## src/rtl/fgio_pkg.sv

```systemverilog
// Shared types and constants for the gated-cell sequence controller.
package fgio_pkg;

  localparam int VEC_LEN = 100;
  localparam int DATA_W  = 32;
  localparam int IDX_W   = 7;

  typedef enum logic [2:0] {
    IDLE,
    WAIT_X,
    GATE,
    CELL,
    HOUT,
    DONE
  } state_e;

  // Order matches the order the shared non-linear unit walks the gates.
  typedef enum logic [1:0] {
    GATE_F,
    GATE_G,
    GATE_I,
    GATE_O
  } gate_e;

endpackage

```

## src/rtl/fgio_idx_cnt.sv

```systemverilog
// Element index counter: counts 0..N-1 while enabled and wraps back to 0.
module fgio_idx_cnt
  import fgio_pkg::*;
#(
  parameter int N = 100,
  parameter int W = IDX_W
) (
  input  logic         clk,
  input  logic         rst_n,
  input  logic         en,
  input  logic         clr,
  output logic [W-1:0] cnt,
  output logic         wrap
);

  // Asserted in the cycle whose edge takes the count from N-1 back to 0.
  assign wrap = en && !clr && (cnt == W'(N - 1));

  always_ff @(posedge clk or negedge rst_n) begin
    if (!rst_n) begin
      cnt <= '0;
    end else if (clr) begin
      cnt <= '0;
    end else if (en) begin
      cnt <= wrap ? '0 : cnt + 1'b1;
    end
  end

endmodule

```

## src/rtl/fgio_seq_ctrl.sv

```systemverilog
// Sequencer for one gated recurrent cell: gate activations, cell update and
// hidden-state output per time step, repeated seq_len times.
//
// state  | meaning
// IDLE   | waiting for start
// WAIT_X | x_ready high, waiting for the gate pre-activation vector
// GATE   | act_en each cycle, walking idx through F, G, I, O gates
// CELL   | c_we each cycle, writing c_next for every element
// HOUT   | h_valid each cycle, idx advances on h_ready
// DONE   | one-cycle done pulse, then IDLE
module fgio_seq_ctrl
  import fgio_pkg::*;
#(
  parameter int VEC_LEN = fgio_pkg::VEC_LEN,
  parameter int STEP_W  = 8
) (
  input  logic              clk,
  input  logic              rst_n,
  input  logic              start,
  input  logic [STEP_W-1:0] seq_len,
  input  logic              abort,
  input  logic              x_valid,
  output logic              x_ready,
  output logic              act_en,
  output logic [1:0]        act_sel,
  output logic [6:0]        idx,
  output logic              c_we,
  output logic              c_clr,
  output logic              h_valid,
  input  logic              h_ready,
  output logic              busy,
  output logic              done,
  output logic [STEP_W-1:0] step_cnt
);

  state_e            state;
  gate_e             sel;
  logic [STEP_W-1:0] len;
  logic              cnt_en;
  logic              cnt_clr;
  logic              wrap;
  logic              last_step;

  // idx only runs in the three element-walking states; everywhere else it is held at 0.
  assign cnt_en    = (state == GATE) || (state == CELL) || ((state == HOUT) && h_ready);
  assign cnt_clr   = abort || !((state == GATE) || (state == CELL) || (state == HOUT));
  assign last_step = (step_cnt + 1'b1) == len;
  assign act_sel   = sel;

  fgio_idx_cnt #(
    .N (VEC_LEN),
    .W (7)
  ) u_idx_cnt (
    .clk   (clk),
    .rst_n (rst_n),
    .en    (cnt_en),
    .clr   (cnt_clr),
    .cnt   (idx),
    .wrap  (wrap)
  );

  always_ff @(posedge clk or negedge rst_n) begin
    if (!rst_n) begin
      state    <= IDLE;
      sel      <= GATE_F;
      step_cnt <= '0;
      len      <= '0;
      x_ready  <= 1'b0;
      act_en   <= 1'b0;
      c_we     <= 1'b0;
      c_clr    <= 1'b0;
      h_valid  <= 1'b0;
      busy     <= 1'b0;
      done     <= 1'b0;
    end else begin
      c_clr <= 1'b0;
      done  <= 1'b0;
      // Abort outranks every transition, including the final HOUT handshake.
      if (abort && (state != IDLE)) begin
        state   <= IDLE;
        sel     <= GATE_F;
        x_ready <= 1'b0;
        act_en  <= 1'b0;
        c_we    <= 1'b0;
        h_valid <= 1'b0;
        busy    <= 1'b0;
      end else begin
        case (state)
          IDLE: begin
            if (start) begin
              step_cnt <= '0;
              len      <= seq_len;
              busy     <= 1'b1;
              if (seq_len == '0) begin
                state <= DONE;
                done  <= 1'b1;
              end else begin
                state   <= WAIT_X;
                c_clr   <= 1'b1;
                x_ready <= 1'b1;
              end
            end
          end
          WAIT_X: begin
            if (x_valid) begin
              state   <= GATE;
              x_ready <= 1'b0;
              act_en  <= 1'b1;
              sel     <= GATE_F;
            end
          end
          GATE: begin
            if (wrap) begin
              sel <= gate_e'(sel + 2'd1);
              if (sel == GATE_O) begin
                state  <= CELL;
                act_en <= 1'b0;
                c_we   <= 1'b1;
              end
            end
          end
          CELL: begin
            if (wrap) begin
              state   <= HOUT;
              c_we    <= 1'b0;
              h_valid <= 1'b1;
            end
          end
          HOUT: begin
            if (wrap) begin
              h_valid <= 1'b0;
              if (last_step) begin
                state <= DONE;
                done  <= 1'b1;
              end else begin
                state    <= WAIT_X;
                step_cnt <= step_cnt + 1'b1;
                x_ready  <= 1'b1;
              end
            end
          end
          DONE: begin
            state <= IDLE;
            busy  <= 1'b0;
          end
          default: begin
            state <= IDLE;
            busy  <= 1'b0;
          end
        endcase
      end
    end
  end

endmodule
```

## config.mk

```make
export PLATFORM = sky130hd
export DESIGN_NAME = fgio_seq_ctrl
export DESIGN_NICKNAME = d
export VERILOG_FILES = /design/src/rtl/fgio_pkg.sv /design/src/rtl/fgio_idx_cnt.sv /design/src/rtl/fgio_seq_ctrl.sv
export SDC_FILE = /design/constraint.sdc
export NUM_CORES = 1
export LEC_CHECK = 0
export ABC_AREA = 1
export BUFFER_PORTS_ARGS = -buffer_cell sky130_fd_sc_hd__buf_2
export CAP_MARGIN = 15
export CORE_AREA = 2 2 69 71
export CTS_CLUSTER_DIAMETER = 30
export DETAILED_ROUTE_END_ITERATION = 8
export DIE_AREA = 0 0 71 73
export PLACE_DENSITY_LB_ADDON = 0.1
export SYNTH_ARGS = -nofsm -noshare
export SYNTH_HDL_FRONTEND = slang
export SYNTH_SLANG_ARGS = --single-unit
```

## constraint.sdc

```tcl
create_clock -name clk -period 2.2 [get_ports clk]
set_clock_uncertainty 0.2 [all_clocks]
set_input_delay 0.33 -clock clk [delete_from_list [all_inputs] [get_ports clk]]
set_output_delay 0.33 -clock clk [all_outputs]
set_load 0.05 [all_outputs]
```

## After elaboration in Yosys (flattened, before gate mapping)

Cells that the tools add are included.

| operators by class | value |
|---|---|
| add/sub/neg operators | 3 |
| $mul | 0 |
| divide/modulo/power cells | 0 |
| $lt $le $gt $ge | 0 |
| eq/ne operators | 19 |
| shift-type cells | 0 |
| mux-type cells | 54 |
| bitwise operators | 1 |
| reduce and logical (&&, ||, !) cells | 29 |

Operator list:

| cell | count |
|---|---|
| $mux 1 | 27 |
| $mux 3 | 9 |
| $mux 8 | 3 |
| $mux 7 | 3 |
| $pmux 8 s2 | 1 |
| $pmux 3 s5 | 1 |
| $ne 3x1->1 const B | 4 |
| $reduce_and 6->1 | 2 |
| $reduce_bool 3->1 | 4 |
| $pmux 1 s2 | 5 |
| $ne 3x3->1 const B | 3 |
| $reduce_and 3->1 | 3 |
| $add 8x1->8 const B | 1 |
| $eq 8x8->1 | 1 |
| $logic_not 8->1 | 1 |
| $reduce_and 4->1 | 2 |
| $add 7x1->7 const B | 1 |
| $eq 7x7->1 const B | 1 |
| $eq 3x2->1 const B | 2 |
| $mux 2 | 3 |
| $reduce_and 5->1 | 1 |
| $logic_and 1x1->1 | 4 |
| $logic_or 1x1->1 | 4 |
| $ne 2x1->1 const B | 2 |
| other kinds (15) | 18 |

| word-level totals | value |
|---|---|
| bits in registers | 35 |
| latch bits | 0 |
| bits in writable memories | 0 |
| memory bits (read-only) | 0 |
| bits of input ports | 14 |
| output and inout bits | 24 |
| logic and storage cells | 118 |
| memories kept | 0 |

## Logic depth before layout (Yosys ltp)

| depth | value |
|---|---|
| depth after elaboration | 11 |
| gate-level depth with buffers | 15 |
| gate-level depth less buffers | 14 |

## Modules after synthesis

A second synthesis with hierarchy kept.

| second synthesis, totals | value |
|---|---|
| cell total of the unflattened synthesis | 302 |
| area total of the unflattened synthesis | 2,225.9 um^2 |

Modules (own cells, without submodules):

| module | times used | cells an instance | area each (um^2) | seq. area each (um^2) |
|---|---|---|---|---|
| fgio_seq_ctrl | 1 | 242 | 1,791.7 | 700.7 |
| fgio_idx_cnt | 1 | 60 | 434.2 | 175.2 |

## Least setup slack after synthesis

No wires, ideal clock.

| timing | value |
|---|---|
| path type | reg2reg |
| start | register step_cnt[0] |
| end | register step_cnt[0] |
| library setup time | 0.074 ns |
| arrival time | 2.115 ns |
| required time | 1.926 ns |
| path slack | -0.189 ns |
| cell stages (with the launch flop) | 12 |
| buffers on the path | 1 |
| period minus slack after synthesis | 2.389 ns |
| cell sequence | dfrtp_1 > ha_1 > nand3_1 > o21bai_1 > nand2_2 > xnor2_2 > nor2_4 > nand3_2 > nand2_4 > buf_12 > nand2_2 > o21ai_2 |

| on the way | value |
|---|---|
| longest elaborated chain between the ends | 4 |
| elaborated cells on any way between the ends | 7 |
| those cells by class | add/sub (1); eq/ne (2); mux (3); reduce/logical (1) |

RTL lines:

| what | RTL line | source |
|---|---|---|
| start: declaration | fgio_seq_ctrl.sv:33 | `output logic [STEP_W-1:0] step_cnt` |
| start signal: assignment | fgio_seq_ctrl.sv:137 | `step_cnt <= step_cnt + 1'b1;` |
| $add 8x1->8 * | fgio_seq_ctrl.sv:47, fgio_seq_ctrl.sv:137 |  |
| $eq 8x8->1 or $mux 8 (tied branches) | fgio_seq_ctrl.sv:47, fgio_seq_ctrl.sv:132 |  |
| $ne 2x2->1 (no source line) or $mux 8 (tied branches) | -- |  |
| $reduce_and 5->1 (no source line) or $pmux 8 s2 (tied branches) | -- |  |

Every way passes the cells marked *; elsewhere a longest branch is shown, timed or not. The select of a mux whose other input is x is not followed.
A chain may end at the register's enable or synchronous reset.

## Worst setup path in the final report

| timing | value |
|---|---|
| start | register state[1] |
| end | register step_cnt[4] |

| on the way | value |
|---|---|
| longest elaborated chain between the ends | 10 |
| elaborated cells on any way between the ends | 22 |
| those cells by class | eq/ne (6); mux (1); bitwise (1); reduce/logical (14) |

RTL lines:

| what | RTL line | source |
|---|---|---|
| start: declaration | fgio_seq_ctrl.sv:36 | `state_e state;` |
| start signal: assignment | fgio_seq_ctrl.sv:64 | `state <= IDLE;` |
| start signal: assignment | fgio_seq_ctrl.sv:80 | `state <= IDLE;` |
| start signal: assignment | fgio_seq_ctrl.sv:95 | `state <= DONE;` |
| $eq 3x2->1 | fgio_seq_ctrl.sv:45, fgio_seq_ctrl.sv:46 |  |
| $logic_or 1x1->1 | fgio_seq_ctrl.sv:45, fgio_seq_ctrl.sv:46 |  |
| $logic_or 1x1->1 | fgio_seq_ctrl.sv:46 | `assign cnt_clr = abort \|\| !((state == GATE) \|\| (state == CELL) \|\| (state == HOUT));` |
| $logic_not 1->1 | fgio_seq_ctrl.sv:46 |  |
| $logic_or 1x1->1 | fgio_seq_ctrl.sv:46 |  |
| $logic_not 1->1 | fgio_idx_cnt.sv:17 | `assign wrap = en && !clr && (cnt == W'(N - 1));` |
| $logic_and 1x1->1 (2 in series) | fgio_idx_cnt.sv:17 |  |
| $ne 2x1->1 (no source line) | -- |  |
| $reduce_and 5->1 (no source line) | -- |  |

Parallel ways exist; a longest one is shown, timed or not.

==> metrics.md <==
| Metric | Value |
|---|---|
| Run status | complete, no violations |
| Maximum fanout count along the critical path | 8 |
| Total number of vias | between 1500 and 2000 |
| Die Y-Extent | 73 µm |
| Grt peak-use layer | met2 |
| Total negative slack | 0 ps |
| Static power due to leakage | 1.30 nW |
| Count of pins over their slew limit | 0 |
| Kind of critical path | reg -> reg |
| Actual transition at the worst max-transition pin | ~530 ps |
| Post-layout worst setup margin | about 88 ps |
| Hold WC Path Type | in -> reg |
| Cell types occupying the most area after synthesis | dfrtp_1 41%, nand2_1 13%, inv_1 6.6%, nand3_1 5.4%, o21ai_0 3.7% |
| Synth Flop Type | dfrtp_1 |
| Setup repair after global routing missed its margin | true |
| Clock latency reported for the late side of the worst-skew pair | 290 ps |
| Total clock buffers created by CTS | 5 |
| Total setup violations reported at the end of the flow | 0 |
| Number of enable flip-flop cells after synthesis | 0 |
| GR Overflow Total | 0 |
| WP data arrival | 2100 ps |
| Top-area cell type share of the netlist area | 40.8% |
| Final wirelength | about 4800 µm |
| Async S/R FF share, synth | 100% |
| Worst-path clk slew | approximately 70 ps |
| Cells after synthesis | 278 |
| Total I/O pin count | 38 |
| Number of warnings printed during yosys synthesis | 0 |
| Min Tclk post-route | 2110 ps |
| Final HPWL from detailed placement | 3540 µm |
| Number of cells in the finished layout apart from fillers | 384 |
| Worst endpoint required time | 2180 ps |
| Number of cells in the design after placement | 371 |
| Number of standard-cell rows in the floorplan | 25 |
| Number of clock sinks seen by CTS | 35 |
| Final Cycle Share | 96.0% |
| Share of cells above drive strength 1 | 29.7% |
| Internal power | 1.43 mW |
| Clock network fraction of design power | 16.6% |
| Final net count | 346 |
| Starting density of the core | 47.3% |
| P&R area growth vs syn | 20.7% |
| Net switching component of the power | between 1 and 1.5 mW |
| Antenna Diode Count | 0 |
| Type of element capturing the critical path | flop |
| Port Buf Inserts | 37 |
| Met2 layer usage reported by global route | 34.4% |
| Register share of total power | 34.0% |
| Die W | between 70 and 80 µm |
| Synthesized cell area | 2150 µm² |
| VDD IR max | 0.000662 V |
| Pwr per Cell Area | around 1100 nW/µm² |
| Routed WL per cell | 12.6 µm |
| Global Route met3 Usage | 4.28% |
| Number of antenna violations at the first check in global routing | 0 |
| Largest net degree at the start of global routing | 24 |
| Maximum achievable frequency | 474 MHz |
| Master cell of the clock root buffer | clkbuf_8 |
| TritonRoute pass-1 iters | 4 |
| Placeable core area | between 4000 and 5000 µm² |
| Post-route DRC | 0 |
| Max_slew headroom | 64.7% |
| Number of synthesized register bits | 35 |
| Number of distinct standard cells referenced by the synthesized netlist | 36 |
| Leading cell type in the layout, fill and taps excluded | nand2_1 |
| Final count of hold timing violations | 0 |
| Maximum capacitance violations | 0 |
| Filler cells | 447 |
| Vias per inst | 5.06 |
| Clock tree from TritonCTS | built |
| Commonest non-fill, non-tap cells in the layout | 75 x nand2_1, 38 x inv_1, 37 x buf_2, 31 x dfrtp_1, 23 x nand3_1 |
| Design Area, Final | 2590 µm² |
| Residual antenna-violating net count after detailed routing | 0 |
| Instance area at placement | 2410 µm² |
| Sequential-to-total area share from yosys stat | 40.8% |
| Share of power burned in combinational logic | between 40% and 50% |
| Most area-hungry cell type in the Yosys netlist | dfrtp_1 |
| Initial drt markers | ~110 |
| Power Total | 2.73 mW |
| Via count of the first global-routing pass | 1834 |
| Grt met1 use | 24.5% |
| Maximum level of the CTS H-tree | 2 |
| Switching portion of total power | between 40 and 50% |
| Avg Cell Area, Syn | 7.72 µm² |
| Gp weighted congestion | 0.831 |
| Floorplan die area | a little over 5000 µm² |
| Post-Place Worst Slack | roughly 90 ps |
| Buffers from clock root to sink, at most | 2 |
| Wire length of the first global-routing pass | approximately 8100 µm |
| Type of element launching the critical path | flop |
| Mapped Nets | about 300 |
| GRT Total Usage | approximately 20% |
metrics by stage:
stage / hold slack, ps / utilization (%)
2_1_floorplan: -166 / -
3_3_place_gp: 139 / 53.1
3_5_place_dp: 140 / 53.1
4_1_cts: 101 / 55.2
5_1_grt: 124 / 57.1
6_report: 104 / 57.1
area by class of cell:
cell class / instances / area [µm²] / area share (%)
multi-input cells: 197 / 1130 / 43.8
flip-flops and latches: 35 / 881 / 34.0
repair buffers: 47 / 263 / 10.1
inverters: 43 / 161 / 6.23
clock buffers: 5 / 68.8 / 2.66
well taps: 54 / 67.6 / 2.61
clock inverters: 3 / 15.0 / 0.579
metal layers:
| layer | up-vias | part of all wire (%) |
|---|---|---|
| li1 | 1005 | - |
| met1 | 894 | 46 |
| met2 | 36 | 50 |
| met3 | 9 | 2.9 |
| met4 | 0 | 1.6 |
| met5 | - | 0 |
logic make-up (layout without fill, tap and decap cells):
| group | Yosys count | after routing | synth area share [%] |
|---|---|---|---|
| compound gates | 42 | 42 | 12.6 |
| xor+xnor | 6 | 6 | 2.80 |
| fa+ha+maj | 3 | 3 | 1.75 |
| buf+inv | 47 | 98 | 9.38 |
| flops | 35 | 35 | 40.8 |
| mux | 1 | 1 | 0.466 |
| simple gates | 144 | 145 | 32.2 |
repair_timing:
action | CTS | global route
buffers inserted | 0 | 3
hold endpoints to repair | 22 | 0
endpoints found under the setup margin | 0 | 13
resized for setup | 0 | 9
hold buffers | 1 | 0
sequential cells by signal, indices dropped and copies added (netlist names):
name / count
len: 8
step_cnt: 8
u_idx_cnt.cnt: 7
state: 3
act_sel: 2
act_en: 1
busy: 1
c_clr: 1
c_we: 1
done: 1
h_valid: 1
x_ready: 1
final timing paths:
path                            startpoint          end  slack [ps]  cells after the start
worst max-delay path              state[1]  step_cnt[4]          90                     10
worst min-delay path            seq_len[2]       len[2]         100                      3
worst max register to register    state[1]  step_cnt[4]          90                     10
worst min register to register     x_ready      x_ready         280                      2
max in group asynchronous            rst_n         done         870                      3
min in group asynchronous            rst_n  step_cnt[2]         350                      2
worst max-delay path, cell delays in order (launching register included):
cell and delay, ps:
dfrtp_1 390, inv_2 110, nand2_1 100, nor2_2 170, nor2_1 120, inv_1 190, nand3_1 150, a21oi_4 310
nand2_8 120, nand2_1 100, o21ai_2 50
power groups by stage:
stage                     Combinational [mW]  Clock (mW)  Sequential (mW)
after CTS                               1.27       0.470            0.924
after floorplan                        0.816           0             1.14
after global routing                    1.51       0.492            0.947
after detailed placement                1.25           0            0.937
final                                   1.35       0.453            0.928
after global placement                  1.24           0            0.935
cells in the mapped netlist (3+ instances only):
cell and n:
nand2_2 8, nand3_1 23, inv_1 38, nand3_2 3
o21ai_2 8, nor2_4 4, nand4_1 6, o21ai_0 16
a21oi_1 3, nor3_1 4, nor2_1 12, o22ai_1 5
inv_2 4, ha_1 3, nor2_2 4, nand2_1 75
xor2_1 5, dfrtp_1 35
No activity file was read; power rests on OpenSTA's default activity.
